<file path="src/rtl/fetch_buffer.sv">
// fetch_buffer: halfword-granular instruction fetch buffer.
// Accepts 32-bit fetch words, stores them as 16-bit halfwords in a circular
// array and presents one complete instruction per cycle to decode.
// Optional feature macro: COMPRESSED_EN (16-bit instruction support).
// With COMPRESSED_EN undefined every instruction is 32 bits, in_align is
// ignored and the presented pc is always word aligned.
module fetch_buffer #(
   parameter int DEPTH = 8
) (
   input  logic        clock,
   input  logic        reset,
   input  logic [31:0] in_pc,
   input  logic [31:0] in_rdata,
   input  logic        in_ready,
   input  logic        in_align,
   input  logic        in_clear,
   input  logic        in_stall,
   output logic [31:0] out_pc,
   output logic [31:0] out_instr,
   output logic        out_done,
   output logic        out_stall
);

   localparam int AW = $clog2(DEPTH);

   localparam logic [AW:0]   CAP     = (AW+1)'(DEPTH);
   localparam logic [AW:0]   ONE     = (AW+1)'(1);
   localparam logic [AW:0]   TWO     = (AW+1)'(2);
   localparam logic [AW:0]   ZERO    = '0;
   localparam logic [AW-1:0] PTR_ONE = AW'(1);

   logic [15:0]   hw [DEPTH];
   logic [AW-1:0] wptr;
   logic [AW-1:0] rptr;
   logic [AW:0]   count;
   logic [31:0]   rpc;
   logic          first_pending;

   logic [AW-1:0] wptr_n1;
   logic [AW-1:0] rptr_n1;
   logic [AW:0]   free;
   logic [AW:0]   needed;
   logic          half_write;
   logic [31:0]   start_pc;
   logic          do_write;
   logic          done;
   logic [AW:0]   wr_cnt;
   logic [AW:0]   rd_cnt;

   // Low pc bits are implied by word alignment; in_align is unused when
   // compressed support is compiled out.
   logic unused_inputs;
   assign unused_inputs = ^{in_pc[1:0], in_align};

   assign wptr_n1 = wptr + PTR_ONE;
   assign rptr_n1 = rptr + PTR_ONE;
   assign free    = CAP - count;

   // Instruction length decode and first-write alignment handling.
   // NOTE: every always_comb output gets a value on every path (defaults or
   // full if/else); a missing assignment would infer a latch.
   always_comb begin
`ifdef COMPRESSED_EN
      needed     = (hw[rptr][1:0] == 2'b11) ? TWO : ONE;
      half_write = first_pending && in_align;
      start_pc   = {in_pc[31:2], in_align, 1'b0};
`else
      needed     = TWO;
      half_write = 1'b0;
      start_pc   = {in_pc[31:2], 2'b00};
`endif
   end

   // Accept/consume decisions; clear suppresses both, a write needs two free
   // halfwords even when only one would be stored.
   always_comb begin
      do_write = in_ready && !in_clear && (free >= TWO);
      // count is checked first so an unwritten slot never gates out_done
      done     = (count != ZERO) && (count >= needed) && !in_stall && !in_clear;
      wr_cnt   = ZERO;
      if (do_write) begin
         wr_cnt = half_write ? ONE : TWO;
      end
      rd_cnt   = done ? needed : ZERO;
   end

   // Presented instruction, zero-extended for 16-bit and zero when idle.
   always_comb begin
      out_instr = 32'h0;
      if (done) begin
         if (needed == TWO) begin
            out_instr = {hw[rptr_n1], hw[rptr]};
         end else begin
            out_instr = {16'h0, hw[rptr]};
         end
      end
   end

   assign out_done  = done;
   assign out_pc    = rpc;
   assign out_stall = free < (AW+1)'(4);

   // Halfword storage write port.
   // NOTE: the storage array has no reset; count/pointers define which
   // entries are valid, so stale contents are never presented.
   always_ff @(posedge clock) begin
      if (do_write) begin
         if (half_write) begin
            hw[wptr] <= in_rdata[31:16];
         end else begin
            hw[wptr]    <= in_rdata[15:0];
            hw[wptr_n1] <= in_rdata[31:16];
         end
      end
   end

   // Pointer, occupancy and pc bookkeeping; clear has priority over traffic.
   // NOTE: sequential state uses non-blocking assignments only, so every
   // right-hand side sees the pre-edge value regardless of statement order.
   always_ff @(posedge clock or posedge reset) begin
      if (reset) begin
         wptr          <= '0;
         rptr          <= '0;
         count         <= '0;
         rpc           <= 32'h0;
         first_pending <= 1'b1;
      end else if (in_clear) begin
         wptr          <= '0;
         rptr          <= '0;
         count         <= '0;
         first_pending <= 1'b1;
      end else begin
         if (do_write) begin
            wptr <= wptr + wr_cnt[AW-1:0];
         end
         if (done) begin
            rptr <= rptr + needed[AW-1:0];
            rpc  <= rpc + (32'(needed) << 1);
         end
         // The buffer is empty while first_pending is set, so this never
         // collides with a read-side pc advance.
         if (do_write && first_pending) begin
            rpc           <= start_pc;
            first_pending <= 1'b0;
         end
         count <= count + wr_cnt - rd_cnt;
      end
   end

endmodule

</file>
<file path="config.mk">
export PLATFORM = sky130hd
export DESIGN_NAME = fetch_buffer
export DESIGN_NICKNAME = d
export VERILOG_FILES = /design/src/rtl/fetch_buffer.sv
export SDC_FILE = /design/constraint.sdc
export NUM_CORES = 1
export LEC_CHECK = 0
export CORE_MARGIN = 2
export CORE_UTILIZATION = 55
export DETAILED_ROUTE_END_ITERATION = 10
export DONT_BUFFER_PORTS = 1
export PLACE_DENSITY_LB_ADDON = 0.05
export SLEW_MARGIN = 20
export SYNTH_ARGS = -nofsm -noshare
export SYNTH_HDL_FRONTEND = slang
export SYNTH_SLANG_ARGS = --single-unit
</file>
<file path="constraint.sdc">
create_clock -name clock -period 3.15 [get_ports clock]
set_input_delay 0.945 -clock clock [delete_from_list [all_inputs] [get_ports clock]]
set_output_delay 0.945 -clock clock [all_outputs]
set_load 0.005 [all_outputs]
</file>
# Word-level counts from Yosys, hierarchy flattened

Memories as Yosys holds them, arrays and structs flattened.
Cells that the tools add are included.

Word-level logic and storage cells: 46
Memories: 1
Flip-flop bits (word level): 43
Input bits: 70
Output and inout port bits: 66
RAM bits: 128

Memories:

| name | depth | width | rd ports | clocked after Yosys merged registers in | write ports | line | RTL |
|---|---|---|---|---|---|---|---|
| hw   | 8     | 16    | 2        | 0                                       | 2           | 32   | `logic [15:0] hw [DEPTH];` |

Order comparisons: 3
Add/subtract/negate cells: 8
Reduce and logical (&&, ||, !) cells: 14
Bitwise logic cells: 1
Mux-type cells: 14

Operators by type and width:

| cell                    | count |
|---|---|
| $mux W32                | 3 |
| $add A32 B3 Y32 const B | 1 |
| $mux W3                 | 4 |
| $ge A4 B2 Y1 const B    | 2 |
| $reduce_bool A2 Y1      | 4 |
| $add A3 B1 Y3 const B   | 2 |
| $logic_and A1 B1 Y1     | 6 |
| $add A4 B4 Y4           | 1 |
| $lt A4 B3 Y1 const B    | 1 |
| $mux W1                 | 4 |
| $mux W2                 | 2 |
| $mux W4                 | 1 |
| $reduce_bool A4 Y1      | 1 |
| $sub A4 B2 Y4           | 1 |
| $sub A4 B4 Y4 const A   | 1 |
| $add A3 B2 Y3 const B   | 1 |
| $add A3 B3 Y3           | 1 |
| $logic_not A1 Y1        | 2 |
| $reduce_and A2 Y1       | 1 |
| $not A1 Y1              | 1 |

# Logic depth before layout (Yosys ltp)

Gate-level depths: netlist of run 1.

Depth in word-level cells: 7
Gate-level depth with buffers: 10
Gate-level depth less buffers: 10

# Worst setup path before layout of run 1

Ideal clock, no wire load.

Kind: input to register
Start point: input in_clear
End point: memory hw[5][0], enable pin
Data required time: 2737 ps
Path slack: 58 ps
Stages: 4
Buffers on the path: 1
Library setup time: 413 ps
Data arrival time: 2680 ps
Path through: clkbuf_1 > nor2_4 > inv_4 > nor3b_1

RTL lines:

| item            | line | RTL |
|---|---|---|
| start, declared | 16   | `input logic in_clear,` |
| end, declared   | 32   |  |

# Worst setup path in the final report of run 1

Start point: register rptr[1]
End point: output out_instr[21]

Word-level cells in the longest chain between the ends: 3

RTL lines:

| item                   | line | RTL |
|---|---|---|
| start, declared        | 34   | `logic [AW-1:0] rptr;` |
| start signal, assigned | 137  | `rptr <= rptr + needed[AW-1:0];` |
| $add A3 B1 Y3          | 56   | `assign rptr_n1 = rptr + PTR_ONE;` |
| $mem_v2 Z8 W16         | n/a  |  |
| $mux W32               | 90   | `if (done) begin` |
| end, declared          | 19   | `output logic [31:0] out_instr,` |

Every way passes these cells.

==> qor.csv, run 1 <==
metric;value;unit
CP Cell Sequence;buf_12 -> mux4_2 -> and3_1;
Worst EP arrival;2.04;ns
EDFF count, synth;128;
num rows;43;
crit path kind;reg -> out;
area fraction of the dominant cell type after synthesis;48.73;%
Num Clock Sinks;166;
vias in the first global route;4410;
drt first pass iters;4;
initial antenna violation count;0;
Clk network pwr share;31.7;%
FF+latch count, synth;166;
Synth Cell Area;0.007888;mm²
fin. max-slew vios;0;
Port Buffers;0;
Max stage delay cell, worst path;dfrtp_2;
ys flop type;edfxtp_1;
Net Sw Frac;28.73;%
Crit path required time;2.20;ns
family with the most delay on the worst path;flip-flops;
commonest cells after routing, fill and taps aside;128 x edfxtp_1, 92 x nand2_1, 39 x mux2_2, 36 x dfrtp_1, 35 x and3_1;
Setup Viol. Count Final;0;
Tot GR Track Use;22.45;%
synth warn;0;
peak supply drop;0.4513;mV
Area Overhead vs Synth;11.34;%
DIE HEIGHT;123.8;µm
RSZ-0062 raised after global routing;false;
clk root buf;clkbuf_16;
commonest non-fill, non-tap cell in the layout;edfxtp_1;
Reg power frac;45.0;%
Routed WL;16380;µm
sum of negative setup slack;0;ns
Post-CTS Setup Bufs;0;
RePlAce Congestion;0.7750;
crit path time final;2.981;ns
vias per cell;5.804;
Max Fclk;335.4;MHz
first-pass GRT wire length;24700;µm
leading area contributor after synthesis;edfxtp_1;
DRT antenna net count;0;
Avg WL per Cell;21.58;µm
final setup skew;0.006241;ns
pin count of the biggest net entering global routing;61;
Worst-Skew Late Latency;0.42;ns
crit end category;output pin;
max incr delay on CP;0.59;ns
Ports;136;
Place WS;0.4403;ns
total number of vias;4405;
Syn Area/Cell;13.86;µm²
crit share post-route;94.65;%
Gate power share;23.3;%
clk slew on worst S/H paths;0.06;ns
post-DP HPWL;10870;µm
Pint;4.865;mW
clock buffer depth;2;
Starting Density;56.60;%
area of the multi-input gates;0.002863;mm²
max-cap violations;0;
filler instances;1061;
sequential area share after synthesis;60.80;%
die area;0.01532;mm²
fin worst setup slack;0.1687;ns
cts repair resizes;0;
DRC violations left;0;
hold_buf cts;0;
Initial DRC Count;261;
Post-synth ARST share;22.89;%
die width;123.8;µm
status;finished clean;
gr ovfl total;0;
nature of the critical path startpoint;flop;
worst-margin pin slew;0.8360;ns
core footprint;0.01393;mm²
top cells by area, synth;edfxtp_1 49%, dfrtp_1 12%, mux4_2 9.1%;
PD cells;777.3;mW/mm²
worst rel slew slack;44.21;%
layout cells sized above 1;26.25;%
Crit Path Max Fanout;15;
Hold Path Class;reg -> reg;
Total Nets Final;642;
Antenna Cells;0;
Seq. cell area;0.004797;mm²
Pleak;3.126;nW
Hold Vio Cnt, Final;0;
Net Sw Power;1.961;mW
CTS H-tree depth;4;
CTS tree;done;
number of buffers created by CTS;17;
worst path buffer plus inverter count;1;
Gate Count Post-Synth;569;
Yosys cell types;46;
## per-stage QoR
| step | area (µm²) | utilization (%) | power (mW) | hold WS (ns) | cells |
|---|---|---|---|---|---|
| 5_1_grt | 8782 | 63.02 | 7.194 | 0.5215 | 759 |
| 4_1_cts | 8782 | 63.02 | 6.907 | 0.5128 | 759 |
| 3_3_place_gp | 8163 | 58.58 | 4.682 | 0.4943 | 727 |
| 2_1_floorplan | 7891 | - | 4.259 | 0.4904 | 570 |
| 6_report | 8782 | 63.02 | 6.826 | 0.5085 | 759 |
| 3_5_place_dp | 8163 | 58.58 | 4.749 | 0.5044 | 727 |
## cells in the mapped netlist, types with 2 or more instances
cell type / n
and3_1: 35
buf_1: 2
buf_2: 4
buf_4: 4
clkbuf_1: 35
clkinv_1: 2
dfrtp_1: 37
edfxtp_1: 128
fa_1: 2
ha_1: 4
inv_1: 11
mux2_2: 39
mux2_4: 9
mux2i_1: 2
mux4_2: 32
nand2_1: 92
nand3_1: 8
nand3_2: 2
nand4_1: 5
nor2_1: 20
nor2b_1: 4
nor3_1: 7
nor3b_1: 2
o21ai_0: 23
o21ai_1: 6
or3_1: 3
xnor2_1: 24
xor2_1: 9
## worst register-to-register path, stage by stage (launching register included)
cell and delay [ns]:
dfrtp_1 0.42, inv_1 0.10, ha_1 0.24, xor2_2 0.20
o31ai_4 0.36, nor2_4 0.10, inv_4 0.13, fa_1 0.46
fa_1 0.40, xnor2_1 0.14, nor2_1 0.05
## metal layers
metal | GRT usage (%) | up-vias | share of wire (%)
met3 | 8.013 | 13 | 8.0
li1 | - | 2055 | -
met2 | 36.98 | 130 | 51
met1 | 28.30 | 2207 | 40
met5 | 0 | - | 0
met4 | 6.108 | 0 | 0.88
## area by class of cell
type	instances	area share, %
flip-flops and latches	166	54.62
multi-input cells	344	32.60
clock buffers	23	5.328
well taps	180	2.564
repair buffers	23	2.536
clock inverters	9	1.724
inverters	14	0.6269
## power by group through the flow
stage | clock network (mW) | registers, mW | logic [mW]
floorplan | 0 | 2.98 | 1.28
global placement | 0 | 3.10 | 1.58
detailed placement | 0 | 3.12 | 1.63
CTS | 2.20 | 3.08 | 1.63
global route | 2.30 | 3.13 | 1.77
finish | 2.16 | 3.07 | 1.59
## sequential cells by signal (all words and copies together) (netlist names)
register and cells:
count 3, wptr 2, rptr 2, hw 128, out_pc 30, first_pending 1
## kinds of logic (layout without fill, tap and decap cells)
family / Yosys count / in the layout / synth area share (%)
simple gates: 188 / 188 / 11.91
flops: 166 / 166 / 60.80
mux: 82 / 82 / 16.67
buf+inv: 60 / 69 / 3.236
xor+xnor: 34 / 34 / 3.871
compound gates: 32 / 32 / 2.316
fa+ha+maj: 6 / 6 / 1.142
other cells: 1 / 2 / 0.04754
## worst paths after layout
kind | to | cells after the start | slack (ns) | from
min reg2reg | first_pending$_DFFE_PP1P_ | 1 | 0.51 | first_pending$_DFFE_PP1P_
max in group asynchronous | rptr[1]$_DFFE_PP0N_ | 2 | 2.24 | reset
max | out_instr[21] | 3 | 0.17 | rptr[1]$_DFFE_PP0N_
min | first_pending$_DFFE_PP1P_ | 1 | 0.51 | first_pending$_DFFE_PP1P_
max reg2reg | count[3]$_DFF_PP0_ | 10 | 0.45 | count[1]$_DFF_PP0_
min in group asynchronous | out_pc[31]$_DFFE_PP0P_ | 2 | 0.53 | reset
(Power assumes the default switching activity.)
==> run 2: changes to the inputs <==
--- a/config.mk
+++ b/config.mk
@@ -9,6 +9,7 @@
 export CORE_UTILIZATION = 55
 export DETAILED_ROUTE_END_ITERATION = 10
 export DONT_BUFFER_PORTS = 1
+export GPL_ROUTABILITY_DRIVEN = 0
 export PLACE_DENSITY_LB_ADDON = 0.05
 export SLEW_MARGIN = 20
 export SYNTH_ARGS = -nofsm -noshare
==> results of run 2 <==
The final DEF is identical to that of run 1; final timing and power are the same.
